$ cat config.mk
export PLATFORM = sky130hd
export DESIGN_NAME = spi_xfer_ctrl_flat
export DESIGN_NICKNAME = d
export VERILOG_FILES = /design/src/rtl/spi_xfer_ctrl_if.sv /design/src/rtl/spi_xfer_ctrl.sv /design/src/flat_wrapper.sv
export SDC_FILE = /design/constraint.sdc
export NUM_CORES = 1
export LEC_CHECK = 0
export CAP_MARGIN = 20
export CORE_MARGIN = 5
export CORE_UTILIZATION = 60
export CTS_BUF_LIST = sky130_fd_sc_hd__clkbuf_8
export DETAILED_ROUTE_END_ITERATION = 16
export MAX_ROUTING_LAYER = met4
export PLACE_DENSITY = 0.82
export SLEW_MARGIN = 5
export SYNTH_ARGS = -nofsm -noshare
export SYNTH_HDL_FRONTEND = slang
export SYNTH_SLANG_ARGS = --single-unit
$ cat constraint.sdc
create_clock -name PCLK -period 3.8 [get_ports PCLK]
set_clock_uncertainty 0.15 [all_clocks]
set_input_delay 0.57 -clock PCLK [delete_from_list [all_inputs] [get_ports PCLK]]
set_output_delay 0.57 -clock PCLK [all_outputs]
set_load 0.01 [all_outputs]
$ cat src/rtl/spi_xfer_ctrl_if.sv
// spi_xfer_ctrl_if
//   Bundles the request side (enable, mode, baud settings, tx handshake) and
//   the shift-register control side (SCLK, slave select, strobes, status) of
//   the SPI transfer sequencer.
//   master : the sequencer itself (drives sclk/ss/strobes/status, tx_ready)
//   slave  : the register file / shift register side (drives spe, cpol,
//            sppr, spr, tx_valid)
interface spi_xfer_ctrl_if;
  logic       spe;
  logic       cpol;
  logic [2:0] sppr;
  logic [2:0] spr;
  logic       tx_valid;
  logic       tx_ready;
  logic       sclk;
  logic       ss;
  logic       send_data;
  logic       receive_data;
  logic       flag_low;
  logic       flag_high;
  logic       flags_low;
  logic       flags_high;
  logic       busy;
  logic       done;

  modport master (
    input  spe, cpol, sppr, spr, tx_valid,
    output tx_ready, sclk, ss, send_data, receive_data,
           flag_low, flag_high, flags_low, flags_high, busy, done
  );

  modport slave (
    output spe, cpol, sppr, spr, tx_valid,
    input  tx_ready, sclk, ss, send_data, receive_data,
           flag_low, flag_high, flags_low, flags_high, busy, done
  );
endinterface

$ cat src/rtl/spi_xfer_ctrl.sv
// spi_xfer_ctrl
//   Master-side byte transfer sequencer. Accepts a byte request, generates the
//   baud-rate SCLK (16 edges per byte), drives slave select and the shift
//   register strobes, and pulses done when the byte completes.
// Ports
//   PCLK     : system clock
//   PRESETn  : asynchronous active-low reset
//   bus      : spi_xfer_ctrl_if.master
//              in : spe, cpol, sppr, spr, tx_valid
//              out: tx_ready, sclk, ss, send_data, receive_data, flag_low,
//                   flag_high, flags_low, flags_high, busy, done
// Parameters
//   DIV_W    : half-period counter width, must hold 1024
module spi_xfer_ctrl #(
  parameter int DIV_W = 11
) (
  input  logic             PCLK,
  input  logic             PRESETn,
  spi_xfer_ctrl_if.master  bus
);

  typedef enum logic [1:0] {IDLE, LOAD, XFER, DONE} state_t;

  state_t           state, state_nxt;
  // Half-period H = D/2 = (sppr+1) << spr is held instead of D itself;
  // reset value 1 corresponds to D = 2.
  logic [DIV_W-1:0] half_q;
  logic [DIV_W-1:0] half_nxt;
  logic [DIV_W-1:0] hcnt, hcnt_nxt;
  logic [3:0]       ecnt, ecnt_nxt;
  logic             sclk_q, sclk_nxt;
  logic             cpol_q;
  logic             accept;
  logic             hit;
  logic             pre_hit;

  assign half_nxt = DIV_W'({1'b0, bus.sppr} + 4'd1) << bus.spr;

  assign bus.tx_ready = bus.spe & ((state == IDLE) | (state == DONE));
  assign accept       = bus.tx_valid & bus.tx_ready;

  // hit: last cycle of a half period, SCLK toggles at the end of it.
  // pre_hit: one cycle earlier; with H = 1 there is no earlier cycle, so it
  // coincides with hit.
  assign hit     = (state == XFER) && (hcnt == half_q - DIV_W'(1));
  assign pre_hit = (half_q == DIV_W'(1)) ? hit
                 : ((state == XFER) && (hcnt == half_q - DIV_W'(2)));

  always_ff @(posedge PCLK or negedge PRESETn) begin
    if (!PRESETn) begin
      state  <= IDLE;
      hcnt   <= '0;
      ecnt   <= '0;
      sclk_q <= 1'b0;
      cpol_q <= 1'b0;
      half_q <= DIV_W'(1);
    end else begin
      state  <= state_nxt;
      hcnt   <= hcnt_nxt;
      ecnt   <= ecnt_nxt;
      sclk_q <= sclk_nxt;
      if (accept) begin
        cpol_q <= bus.cpol;
        half_q <= half_nxt;
      end
    end
  end

  always_comb begin
    state_nxt = state;
    hcnt_nxt  = hcnt;
    ecnt_nxt  = ecnt;
    sclk_nxt  = sclk_q;
    if (!bus.spe) begin
      // Abort: back to idle with counters cleared, no done.
      state_nxt = IDLE;
      hcnt_nxt  = '0;
      ecnt_nxt  = '0;
      sclk_nxt  = cpol_q;
    end else begin
      case (state)
        IDLE: begin
          if (accept) begin
            state_nxt = LOAD;
            sclk_nxt  = bus.cpol;
          end
        end
        LOAD: begin
          hcnt_nxt  = '0;
          ecnt_nxt  = '0;
          state_nxt = XFER;
        end
        XFER: begin
          if (hit) begin
            hcnt_nxt = '0;
            ecnt_nxt = ecnt + 4'd1;
            sclk_nxt = ~sclk_q;
            // 16th toggle leaves SCLK back at its idle level.
            if (ecnt == 4'd15) state_nxt = DONE;
          end else begin
            hcnt_nxt = hcnt + DIV_W'(1);
          end
        end
        DONE: begin
          hcnt_nxt = '0;
          ecnt_nxt = '0;
          if (accept) begin
            state_nxt = LOAD;
            sclk_nxt  = bus.cpol;
          end else begin
            state_nxt = IDLE;
          end
        end
        default: state_nxt = IDLE;
      endcase
    end
  end

  // In IDLE SCLK follows the live cpol so the idle level is right before the
  // first transfer; otherwise it comes from the register.
  assign bus.sclk         = (state == IDLE) ? bus.cpol : sclk_q;
  assign bus.ss           = (state == IDLE);
  assign bus.send_data    = (state == LOAD);
  assign bus.receive_data = (state == LOAD) | (state == XFER);
  assign bus.busy         = (state == LOAD) | (state == XFER);
  assign bus.done         = (state == DONE);
  assign bus.flag_low     = hit & ~sclk_q;
  assign bus.flag_high    = hit & sclk_q;
  assign bus.flags_low    = pre_hit & ~sclk_q;
  assign bus.flags_high   = pre_hit & sclk_q;

endmodule

$ cat src/flat_wrapper.sv
// flat-port wrapper written by rule: the top's interface ports become plain ports
module spi_xfer_ctrl_flat 
#(
  parameter int DIV_W = 11
)
  (PCLK, PRESETn, bus_spe, bus_cpol, bus_sppr, bus_spr, bus_tx_valid, bus_tx_ready, bus_sclk, bus_ss, bus_send_data, bus_receive_data, bus_flag_low, bus_flag_high, bus_flags_low, bus_flags_high, bus_busy, bus_done);
  spi_xfer_ctrl_if bus_i ();
  input  logic PCLK;
  input  logic PRESETn;
  input wire logic [$bits(bus_i.spe)-1:0] bus_spe;
  input wire logic [$bits(bus_i.cpol)-1:0] bus_cpol;
  input wire logic [$bits(bus_i.sppr)-1:0] bus_sppr;
  input wire logic [$bits(bus_i.spr)-1:0] bus_spr;
  input wire logic [$bits(bus_i.tx_valid)-1:0] bus_tx_valid;
  output wire logic [$bits(bus_i.tx_ready)-1:0] bus_tx_ready;
  output wire logic [$bits(bus_i.sclk)-1:0] bus_sclk;
  output wire logic [$bits(bus_i.ss)-1:0] bus_ss;
  output wire logic [$bits(bus_i.send_data)-1:0] bus_send_data;
  output wire logic [$bits(bus_i.receive_data)-1:0] bus_receive_data;
  output wire logic [$bits(bus_i.flag_low)-1:0] bus_flag_low;
  output wire logic [$bits(bus_i.flag_high)-1:0] bus_flag_high;
  output wire logic [$bits(bus_i.flags_low)-1:0] bus_flags_low;
  output wire logic [$bits(bus_i.flags_high)-1:0] bus_flags_high;
  output wire logic [$bits(bus_i.busy)-1:0] bus_busy;
  output wire logic [$bits(bus_i.done)-1:0] bus_done;
  assign bus_i.spe = bus_spe;
  assign bus_i.cpol = bus_cpol;
  assign bus_i.sppr = bus_sppr;
  assign bus_i.spr = bus_spr;
  assign bus_i.tx_valid = bus_tx_valid;
  assign bus_tx_ready = bus_i.tx_ready;
  assign bus_sclk = bus_i.sclk;
  assign bus_ss = bus_i.ss;
  assign bus_send_data = bus_i.send_data;
  assign bus_receive_data = bus_i.receive_data;
  assign bus_flag_low = bus_i.flag_low;
  assign bus_flag_high = bus_i.flag_high;
  assign bus_flags_low = bus_i.flags_low;
  assign bus_flags_high = bus_i.flags_high;
  assign bus_busy = bus_i.busy;
  assign bus_done = bus_i.done;
  spi_xfer_ctrl #(.DIV_W(DIV_W)) u_core (.PCLK(PCLK), .PRESETn(PRESETn), .bus(bus_i));
endmodule
==> run_results.csv <==
group,metric,value,unit
run_status,status,"complete, no violations",
floorplan,initial_utilization,0.630,
placement,place_area,2820,um^2
sta,finalSetupViolCount,0,
cts,clkTransAtPathRegs,60,ps
sta,max_freq,0.271,GHz
setup_path,slowest_delay,570,ps
min_path,hp-class,"reg2reg",
yosys,avgSynthCellArea,8.03,um^2
power,p_per_area,657,nW/um^2
floorplan,io_pins,22,
placement,hpwl,4670,um
yosys,synth_top_area_cell,"dfrtp_1",
yosys,synth_ff_type,"dfrtp_1",
job,cap_violations,0,
yosys,seq_area_frac_synth,0.294,
placement,dp_cells,376,
drt,finalWirelength,6430,um
final_layout,utilization,0.727,
cts,post_cts_buffers,0,
yosys,yosys.cell_types.count,53,
cts,cts_buffer_depth,2,
final_layout,instances_no_fill,384,
global_route,global_route.usage.met1,0.342,
drt,wire_per_inst,16.7,um
power,peakVddDrop,516,uV
drt,dr.pass1.iters,5,
yosys,synth_warnings,0,
global_route,grt_overflow,0,
sta,slew_viol_final,0,
global_route,antenna_found_initial,0,
final_layout,drive_above_1_share,0.102,
global_route,grt_usage,0.252,
yosys,synth-async-reset-ratio,1.00,
cts,cts.htree.levels,2,
drt,drt_iter0_drc,208,
global_route,grt_max_degree,31,
sta,setup_tns,0,ps
sta,hold-worst-slack,382,ps
setup_path,startpoint,"u_core.half_q[0]",
global_route,grt_pass1_wl,10700,um
setup_path,crit_path_end_kind,"output port",
sta,hold_violations,0,
setup_path,r2r_setup_slack,1080,ps
setup_path,required,3080,ps
cts,numCtsBuffers,5,
setup_path,worstSetupPathType,"reg2out",
cts,cts_hold_buf,0,
final_layout,syn_to_final_growth,15.5,%
setup_path,startpoint_type,"flip-flop",
cts,clock_latency,280,ps
floorplan,fp.dieW,75.3,um
yosys,yosys-top-cells-area,"dfrtp_1 28%, nand2_1 6.2%, ha_1 5.4%",
sta,fin_crit_sh,0.970,
global_route,grt_pass1_vias,2286,
final_layout,antenna_cells,0,
cts,cts-root-buf,"clkbuf_8",
yosys,synth_fp_nets,340,
drt,vias,2466,
yosys,synth_edf_count,0,
global_route,grt_use_met2,0.386,
setup_path,crit_end,"bus_flags_high",
sta,worst_slew_pin_slew,684,ps
setup_path,r2r_start,"u_core.half_q[0]",
power,p_leak,1.26,nW
sta,fin_crit,3690,ps
floorplan,core-area,4060,um^2
cts,cts_tree,"yes",
yosys,netlist.area_leader.share,0.284,
floorplan,placement_rows,23,
floorplan,die-area,5660,um^2
setup_path,slowest_stage,"or4_4",
cts,clock_sinks,30,
yosys,mappedNetlistArea,2550,um^2
setup_path,arrival,2970,ps
global_route,top_usage_layer,"met2",
sta,maxSlewHeadroom,0.544,
power,power,1.94,mW
drt,via_per_inst,6.42,
yosys,synth-seq-cells,30,
sta,setup_ws,113,ps
setup_path,cp_cell_sequence,"inv_1, ha_1, nor3b_2, nor4_1, a31oi_1, or4_4, o32a_1, nor2_1, dlygate4sd2_1",
final_layout,finalInstanceArea,2950,um^2
setup_path,critPathMaxFanout,3,
yosys,netlist_instances,318,
setup_path,worstReg2RegEnd,"u_core.sclk_q",
setup_path,r2r_cells,9,
drt,ant_nets,0,
final_layout,final_common_cell,"nand2_1",
global_route,grt_use_met3,0.0441,
final_layout,nets,355,
floorplan,die_h,75.3,um
placement,port_buffers,21,
drt,post-route-drc-count,0,
placement,gp_congestion,0.994,
placement,dp_slack,114,ps
final_layout,mostFrequentLayoutCells,"42 x nand2_1, 28 x dfrtp_1, 24 x nand3_1",
[Yosys cell counts (all sizes together), types with 9 or more instances]
cell and count:
ha 11, clkbuf 21, xnor2 12, o22ai 10, nor2 17, dfrtp 29
nor3 9, inv 10, nand3 24, nor4 13, xor2 12, o21ai 12
a21oi 10, nand2 42
[registers in the layout, summed over array words and instances, names as in the netlist]
name,flops
u_core.sclk_q,1
u_core.ecnt,4
u_core.half_q,11
u_core.hcnt,11
u_core.state,2
u_core.cpol_q,1
[how the worst min path moves through the flow]
stage,start,to,slack [ps],cells after the start
detailed placement,u_core.cpol_q,u_core.cpol_q,320,2
CTS,u_core.cpol_q,u_core.cpol_q,370,2
global placement,u_core.cpol_q,u_core.cpol_q,310,2
floorplan,PRESETn,u_core.cpol_q,120,0
global route,u_core.cpol_q,u_core.cpol_q,390,2
finish,u_core.cpol_q,u_core.cpol_q,380,2
[cell type report]
class,count,area [um^2]
multi-input cells,250,1670
fillers,311,1110
flip-flops and latches,30,753
repair buffers,36,320
clock buffers,5,68.8
well taps,50,62.6
clock inverters,3,40.0
inverters,10,37.5
[critical path: cells and delay by family (launching register included)]
kind | cells | cell delay [ps]
and+or+nand+nor | 4 | 1120
DFF | 1 | 520
AOI/OAI and AO/OA | 2 | 520
buffers and inverters | 2 | 310
adders and majority gates | 1 | 220
[power by group]
group	switching, mW	total, mW	internal [mW]
clock	0.123	0.315	0.193
sequential	0.116	0.498	0.382
combinational	0.636	1.13	0.489
[logic make-up (layout without fill, tap and decap cells)]
logic type                 count (synthesis)  in the layout  synth area share
AOI/OAI and AO/OA                         73             73             0.199
buffers and inverters                     38             54            0.0622
adders and majority gates                 11             11            0.0539
xor gates and xnor gates                  25             25            0.0916
muxes                                      4              4            0.0157
DFF                                       30             30             0.294
and+or+nand+nor                          137            137             0.284
[per-layer routing]
| metal | wire (um) | part of all wire |
|---|---|---|
| met1 | 3010 | 0.47 |
| met2 | 3000 | 0.47 |
| met3 | 327 | 0.051 |
| met4 | 95 | 0.015 |
| met5 | 0 | 0 |
[repair_timing]
action / 4_1_cts / 5_1_grt
pin swaps: 0 / 2
endpoints found under the setup margin: 2 / 4
resized for setup: 4 / 3
Note: power is estimated with default switching activity, not from simulation.
